===== src/rtl/module_regfile_mp.sv =====
// rtl/module_regfile_mp.sv - multi-read-port register file with byte-lane writes, write bypass and pending-register scoreboard
module module_regfile_mp #(
  parameter int XLEN     = 32,
  parameter int NREGS    = 32,
  parameter int NRD      = 2,
  parameter int ZERO_REG = 1,
  parameter int BYPASS   = 1,
  localparam int AW      = $clog2(NREGS),
  localparam int NBE     = XLEN / 8
) (
  input  logic                clk_i,
  input  logic                rst_n_i,
  input  logic                we_i,
  input  logic [AW-1:0]       wa_i,
  input  logic [XLEN-1:0]     wd_i,
  input  logic [NBE-1:0]      wbe_i,
  input  logic [NRD*AW-1:0]   ra_i,
  output logic [NRD*XLEN-1:0] rd_o,
  input  logic                iss_i,
  input  logic [AW-1:0]       iss_a_i,
  input  logic                flush_i,
  output logic [NRD-1:0]      hazard_o,
  output logic [AW:0]         pend_cnt_o
);

  logic [XLEN-1:0] r_regs [NREGS];
  logic [NREGS-1:0] r_pend;
  logic [AW:0]      r_pend_cnt;

  logic [XLEN-1:0]  w_wr_new;
  logic             w_wr_en;
  logic [NREGS-1:0] w_pend_nxt;
  logic [AW:0]      w_pend_pop;

  // Merged write word doubles as the bypass value for any port reading wa_i.
  always_comb begin
    w_wr_new = r_regs[wa_i];
    for (int b = 0; b < NBE; b++) begin
      if (wbe_i[b]) w_wr_new[b*8 +: 8] = wd_i[b*8 +: 8];
    end
  end

  assign w_wr_en = we_i && !((ZERO_REG != 0) && (wa_i == '0));

  always_ff @(posedge clk_i or negedge rst_n_i) begin
    if (!rst_n_i) begin
      for (int i = 0; i < NREGS; i++) r_regs[i] <= '0;
    end else if (w_wr_en) begin
      r_regs[wa_i] <= w_wr_new;
    end
  end

  // Order matters: clear, then set (set wins), then flush overrides everything.
  always_comb begin
    w_pend_nxt = r_pend;
    if (we_i)    w_pend_nxt[wa_i]    = 1'b0;
    if (iss_i)   w_pend_nxt[iss_a_i] = 1'b1;
    if (flush_i) w_pend_nxt          = '0;
    if (ZERO_REG != 0) w_pend_nxt[0] = 1'b0;
  end

  always_comb begin
    w_pend_pop = '0;
    for (int i = 0; i < NREGS; i++) begin
      w_pend_pop = w_pend_pop + {{AW{1'b0}}, w_pend_nxt[i]};
    end
  end

  always_ff @(posedge clk_i or negedge rst_n_i) begin
    if (!rst_n_i) begin
      r_pend     <= '0;
      r_pend_cnt <= '0;
    end else begin
      r_pend     <= w_pend_nxt;
      r_pend_cnt <= w_pend_pop;
    end
  end

  assign pend_cnt_o = r_pend_cnt;

  for (genvar k = 0; k < NRD; k++) begin : g_rd
    logic [AW-1:0] w_ra;
    logic          w_zero;
    logic          w_hit;

    assign w_ra   = ra_i[k*AW +: AW];
    assign w_zero = (ZERO_REG != 0) && (w_ra == '0);
    assign w_hit  = (BYPASS != 0) && we_i && (wa_i == w_ra);

    // Bypass is gated by reset so the ports read zero while reset is held.
    assign rd_o[k*XLEN +: XLEN] = (!rst_n_i || w_zero) ? '0 :
                                  (w_hit ? w_wr_new : r_regs[w_ra]);
    assign hazard_o[k] = rst_n_i && !w_zero && r_pend[w_ra] && !w_hit;
  end

endmodule


===== config.mk =====
export PLATFORM = sky130hd
export DESIGN_NAME = module_regfile_mp
export DESIGN_NICKNAME = d
export VERILOG_FILES = /design/src/rtl/module_regfile_mp.sv
export SDC_FILE = /design/constraint.sdc
export NUM_CORES = 2
export LEC_CHECK = 0
export CORE_ASPECT_RATIO = 0.8
export CORE_UTILIZATION = 37
export DETAILED_ROUTE_END_ITERATION = 10
export GPL_ROUTABILITY_DRIVEN = 1
export PLACE_DENSITY = 0.54
export SYNTH_ARGS = -nofsm -noshare
export SYNTH_HDL_FRONTEND = slang
export SYNTH_SLANG_ARGS = --single-unit

===== constraint.sdc =====
create_clock -name clk_i -period 8.2 [get_ports clk_i]
set_clock_uncertainty 0.2 [all_clocks]
set_input_delay 1.64 -clock clk_i [delete_from_list [all_inputs] [get_ports clk_i]]
set_output_delay 1.64 -clock clk_i [all_outputs]
set_load 0.05 [all_outputs]

==> impl_summary.log <==
[metrics] final total negative setup slack: 0 ps
[metrics] Placement Rows: 137
[metrics] number of input and output port buffers inserted: 132
[metrics] source of the worst hold timing path: r_regs[1009]
[metrics] crit-path max FO: 53
[metrics] later-pin clock latency in the skew report: 780 ps
[metrics] Overall Power: 0.0174 W
[metrics] Initial DRC Count: 6,761
[metrics] Top cell by count, worst path: buf_4
[metrics] Sink Count: 1,061
[metrics] global-route wire length before repair: 375,000 um
[metrics] Worst Slack Setup Final: 710 ps
[metrics] endpoint required time on the critical path: 6360 ps
[metrics] Die Wd: 472 um
[metrics] hold endpoint: r_regs[1009]
[metrics] leakage power figure: 31.7 nW
[metrics] R2R Path End: pend_cnt_o[4]
[metrics] TritonCTS clock tree: built
[metrics] share of the clock period used by the worst path: 91.3%
[metrics] share of layout cells above drive strength 1: 36.8%
[metrics] die span in y: 378 um
[metrics] sequential fraction of the synthesis area: 40.6%
[metrics] Clock Path Buffers: 3
[metrics] effective utilization at floorplan: 37.4%
[metrics] post-route antenna net violation count: 0
[metrics] grt total ovfl: 0
[metrics] core area: 175,000 um2
[metrics] fraction of registers with async set or reset after synthesis: 100%
[metrics] count of final setup violators: 0
[metrics] Residual DRC: 0
[metrics] DP Worst Slack: 357 ps
[metrics] Post-synth EDFFs: 0
[metrics] internal portion of total power: 0.0119 W
[metrics] synthesized area per cell: 13.0 um2
[metrics] worst hold-check path type: reg2reg
[metrics] transition time of the tightest slew-check pin: 1260 ps
[metrics] Filler Cells Inserted: 16,200
[metrics] routability congestion estimate from global placement: 0.887
[metrics] relative contribution of sequential cells to total power: 41.9%
[metrics] relative contribution of combinational cells to total power: 24.6%
[metrics] met3 wire length: 26,400 um
[metrics] number of vias per cell after detailed routing: 6.61
[metrics] status: complete, no violations
[metrics] maximum number of pins on one net before global-route repair: 148
[metrics] CTS H-tree depth: 3
[metrics] distinct cell type count after synthesis: 75
[metrics] slew margin rel.: 15.9%
[metrics] number of max-cap violations: 0
[metrics] detailed placer's ending HPWL: 159,000 um
[metrics] first-pass iteration count of the detailed router: 6
[metrics] count of boundary I/O pins: 133
[metrics] crit path DAT: 5650 ps
[metrics] wire per inst: 35.7 um
[metrics] GRT Total Usage: 29.4%
[metrics] CTS Root Buffer Type: clkbuf_16
[metrics] final worst path period need: 7490 ps
[metrics] post-synthesis sequential element count: 1,061
[metrics] setup repair after global routing missed its margin: false
[metrics] met1 wire length: 108,000 um
[metrics] commonest cells after routing, fill and taps aside: 1,061 x dfrtp_1, 622 x mux2_2, 612 x mux4_2
[metrics] net switching fraction of the power: 31.5%
[metrics] top flip-flop cell by instance count after synthesis: dfrtp_1
[metrics] setup fix buffers added after clock tree synthesis: 0
[metrics] Gates resized, CTS repair: 0
[metrics] number of antenna violations at the first check in global routing: 12
[metrics] post-route cell area: 73,500 um2
[metrics] number of buffers created by CTS: 119
[metrics] Routed Wire Length: 264,000 um
[metrics] Max stage delay on crit path: 1010 ps
[metrics] ordered list of cells on the worst path: buf_8 > buf_4 > buf_4 > xor2_1 > nor4_1 > nand2_1 > or2_2 > o22ai_1 > clkdlybuf4s50_1
[metrics] Psw: 0.00548 W
[metrics] reg-to-reg startpoint: r_pend[24]
[metrics] register clock-pin slew on the reported worst setup and hold paths: 60 ps
[metrics] cell area after synthesis: 65,400 um2
[metrics] tightest hold margin: 223 ps
[metrics] highest-delay cell along the critical path: clkdlybuf4s50_1
[metrics] cell area after placement: 69,200 um2
[metrics] Worst Hold Path Cells: 0
[metrics] crit start category: input port
[metrics] cell area power density: 237 nW/um2
[metrics] max-slew violation count: 0
[metrics] highest routed metal layer: met5
[metrics] kind of capture point of the worst setup path: output pin
[metrics] Area growth, synth to finish: 12.3%
[metrics] most frequent standard cell in the layout excluding fill and tap cells: dfrtp_1
[metrics] max frequency: 134 MHz
[metrics] number of synthesis warnings: 0
[metrics] met2 wire length: 115,000 um
[metrics] Post-layout nets: 5,028
[metrics] Total Die Area: 179,000 um2
[metrics] clock group share of total power: 33.6%
[metrics] depth of the most critical reg-to-reg path: 16
[metrics] number of nets produced by synthesis: 5,109
[metrics] VDD IR-drop max: 169 uV
[metrics] Reg2Reg Setup Slack: 2710 ps
[metrics] number of hold buffers added after CTS: 0
[metrics] final hold violations: 0
[metrics] Syn Inst Count: 5,018
[metrics] Vias: 48,900
[metrics] category of the critical setup timing path: in2out
[metrics] number of global-route vias before repair: 47,600
==> power by group through the flow <==
stage / Sequential [W] / Clock [W] / Combinational, W
6_report: 0.00729 / 0.00585 / 0.00428
3_3_place_gp: 0.00727 / 0 / 0.00418
4_1_cts: 0.00723 / 0.00591 / 0.00425
2_1_floorplan: 0.00696 / 0 / 0.00318
5_1_grt: 0.00741 / 0.00610 / 0.00455
3_5_place_dp: 0.00731 / 0 / 0.00424
==> flip-flops by register name, indices dropped and copies added (netlist names) <==
register	count
r_regs	1024
r_pend	31
pend_cnt_o	6
==> cells in the mapped netlist (all sizes together) (4+ instances only) <==
cell type | number | area, um2
a21o | 19 | 143
ha | 7 | 87.6
a21oi | 17 | 85.1
o22a | 6 | 52.6
buf | 306 | 2200
mux2 | 622 | 7000
o21ai | 392 | 1960
nor3 | 25 | 125
nand2b | 6 | 37.5
a31oi | 21 | 131
nor2b | 14 | 87.6
inv | 37 | 139
nand2 | 468 | 1760
a211o | 26 | 228
a2bb2oi | 17 | 255
xnor2 | 4 | 35.0
and3 | 8 | 50.1
nor3b | 17 | 138
o22ai | 246 | 1540
or4 | 8 | 60.1
nor2 | 77 | 289
o32ai | 8 | 85.1
mux2i | 375 | 3750
dfrtp | 1061 | 26600
a22oi | 99 | 743
or4b | 4 | 40.0
nand3 | 4 | 20.0
xor2 | 9 | 78.8
dlymetal6s2s | 4 | 50.1
clkbuf | 256 | 975
mux4 | 644 | 14600
nor4 | 23 | 250
or4bb | 4 | 45.0
a22o | 73 | 639
nand4b | 4 | 35.0
a211oi | 25 | 188
a221o | 11 | 110
and2 | 7 | 43.8
fa | 23 | 460
==> critical path: cells and delay by family <==
family / cells / cell delay [ps]
buf+inv: 4 / 2200
compound gates: 1 / 530
xor+xnor: 1 / 150
simple gates: 3 / 1070
==> how the worst max path moves through the flow <==
stage,start,to,slack (ps),cells after the start
2_1_floorplan,wa_i[1],pend_cnt_o[4],130,25
3_5_place_dp,we_i,pend_cnt_o[4],360,20
4_1_cts,wa_i[1],rd_o[27],920,9
3_3_place_gp,iss_a_i[4],pend_cnt_o[4],340,18
6_report,wa_i[1],rd_o[27],710,9
5_1_grt,wa_i[1],rd_o[27],740,9
==> routing by layer <==
layer / global-route usage, % / vias up
met5: 0 / -
met4: 13.7 / 14
met3: 7.31 / 648
met2: 43.3 / 2978
met1: 40.8 / 25900
li1: - / 19400
==> metrics by stage <==
| step | util, % | instances |
|---|---|---|
| global route | 42.0 | 7400 |
| finish | 42.0 | 7400 |
| detailed placement | 39.6 | 7179 |
| floorplan | - | 5018 |
| global placement | 39.6 | 7179 |
| CTS | 42.0 | 7399 |
==> cells by family (layout without fill, tap and decap cells) <==
| logic type | after synthesis | after routing | share of synthesized area, % |
|---|---|---|---|
| buffers and inverters | 607 | 625 | 5.18 |
| flip-flops | 1061 | 1061 | 40.6 |
| XOR/XNOR | 13 | 13 | 0.174 |
| AND/OR/NAND/NOR | 684 | 684 | 4.73 |
| other | 0 | 1 | 0 |
| multiplexers | 1641 | 1641 | 38.8 |
| adder cells (fa/ha/maj) | 30 | 30 | 0.837 |
| AO/OA/AOI/OAI | 982 | 982 | 9.73 |
==> layout make-up <==
| class | instances | area [um2] | area share (%) |
|---|---|---|---|
| clock buffer | 160 | 3410 | 4.65 |
| tap | 2363 | 2960 | 4.02 |
| clock inverter | 60 | 817 | 1.11 |
| antenna | 1 | 2.50 | 0.00341 |
| multi-input combinational | 3350 | 36000 | 49.0 |
| timing repair buffer | 365 | 3610 | 4.91 |
| inverter | 40 | 150 | 0.204 |
| sequential | 1061 | 26600 | 36.1 |
Power figures use the tool's default switching activity.
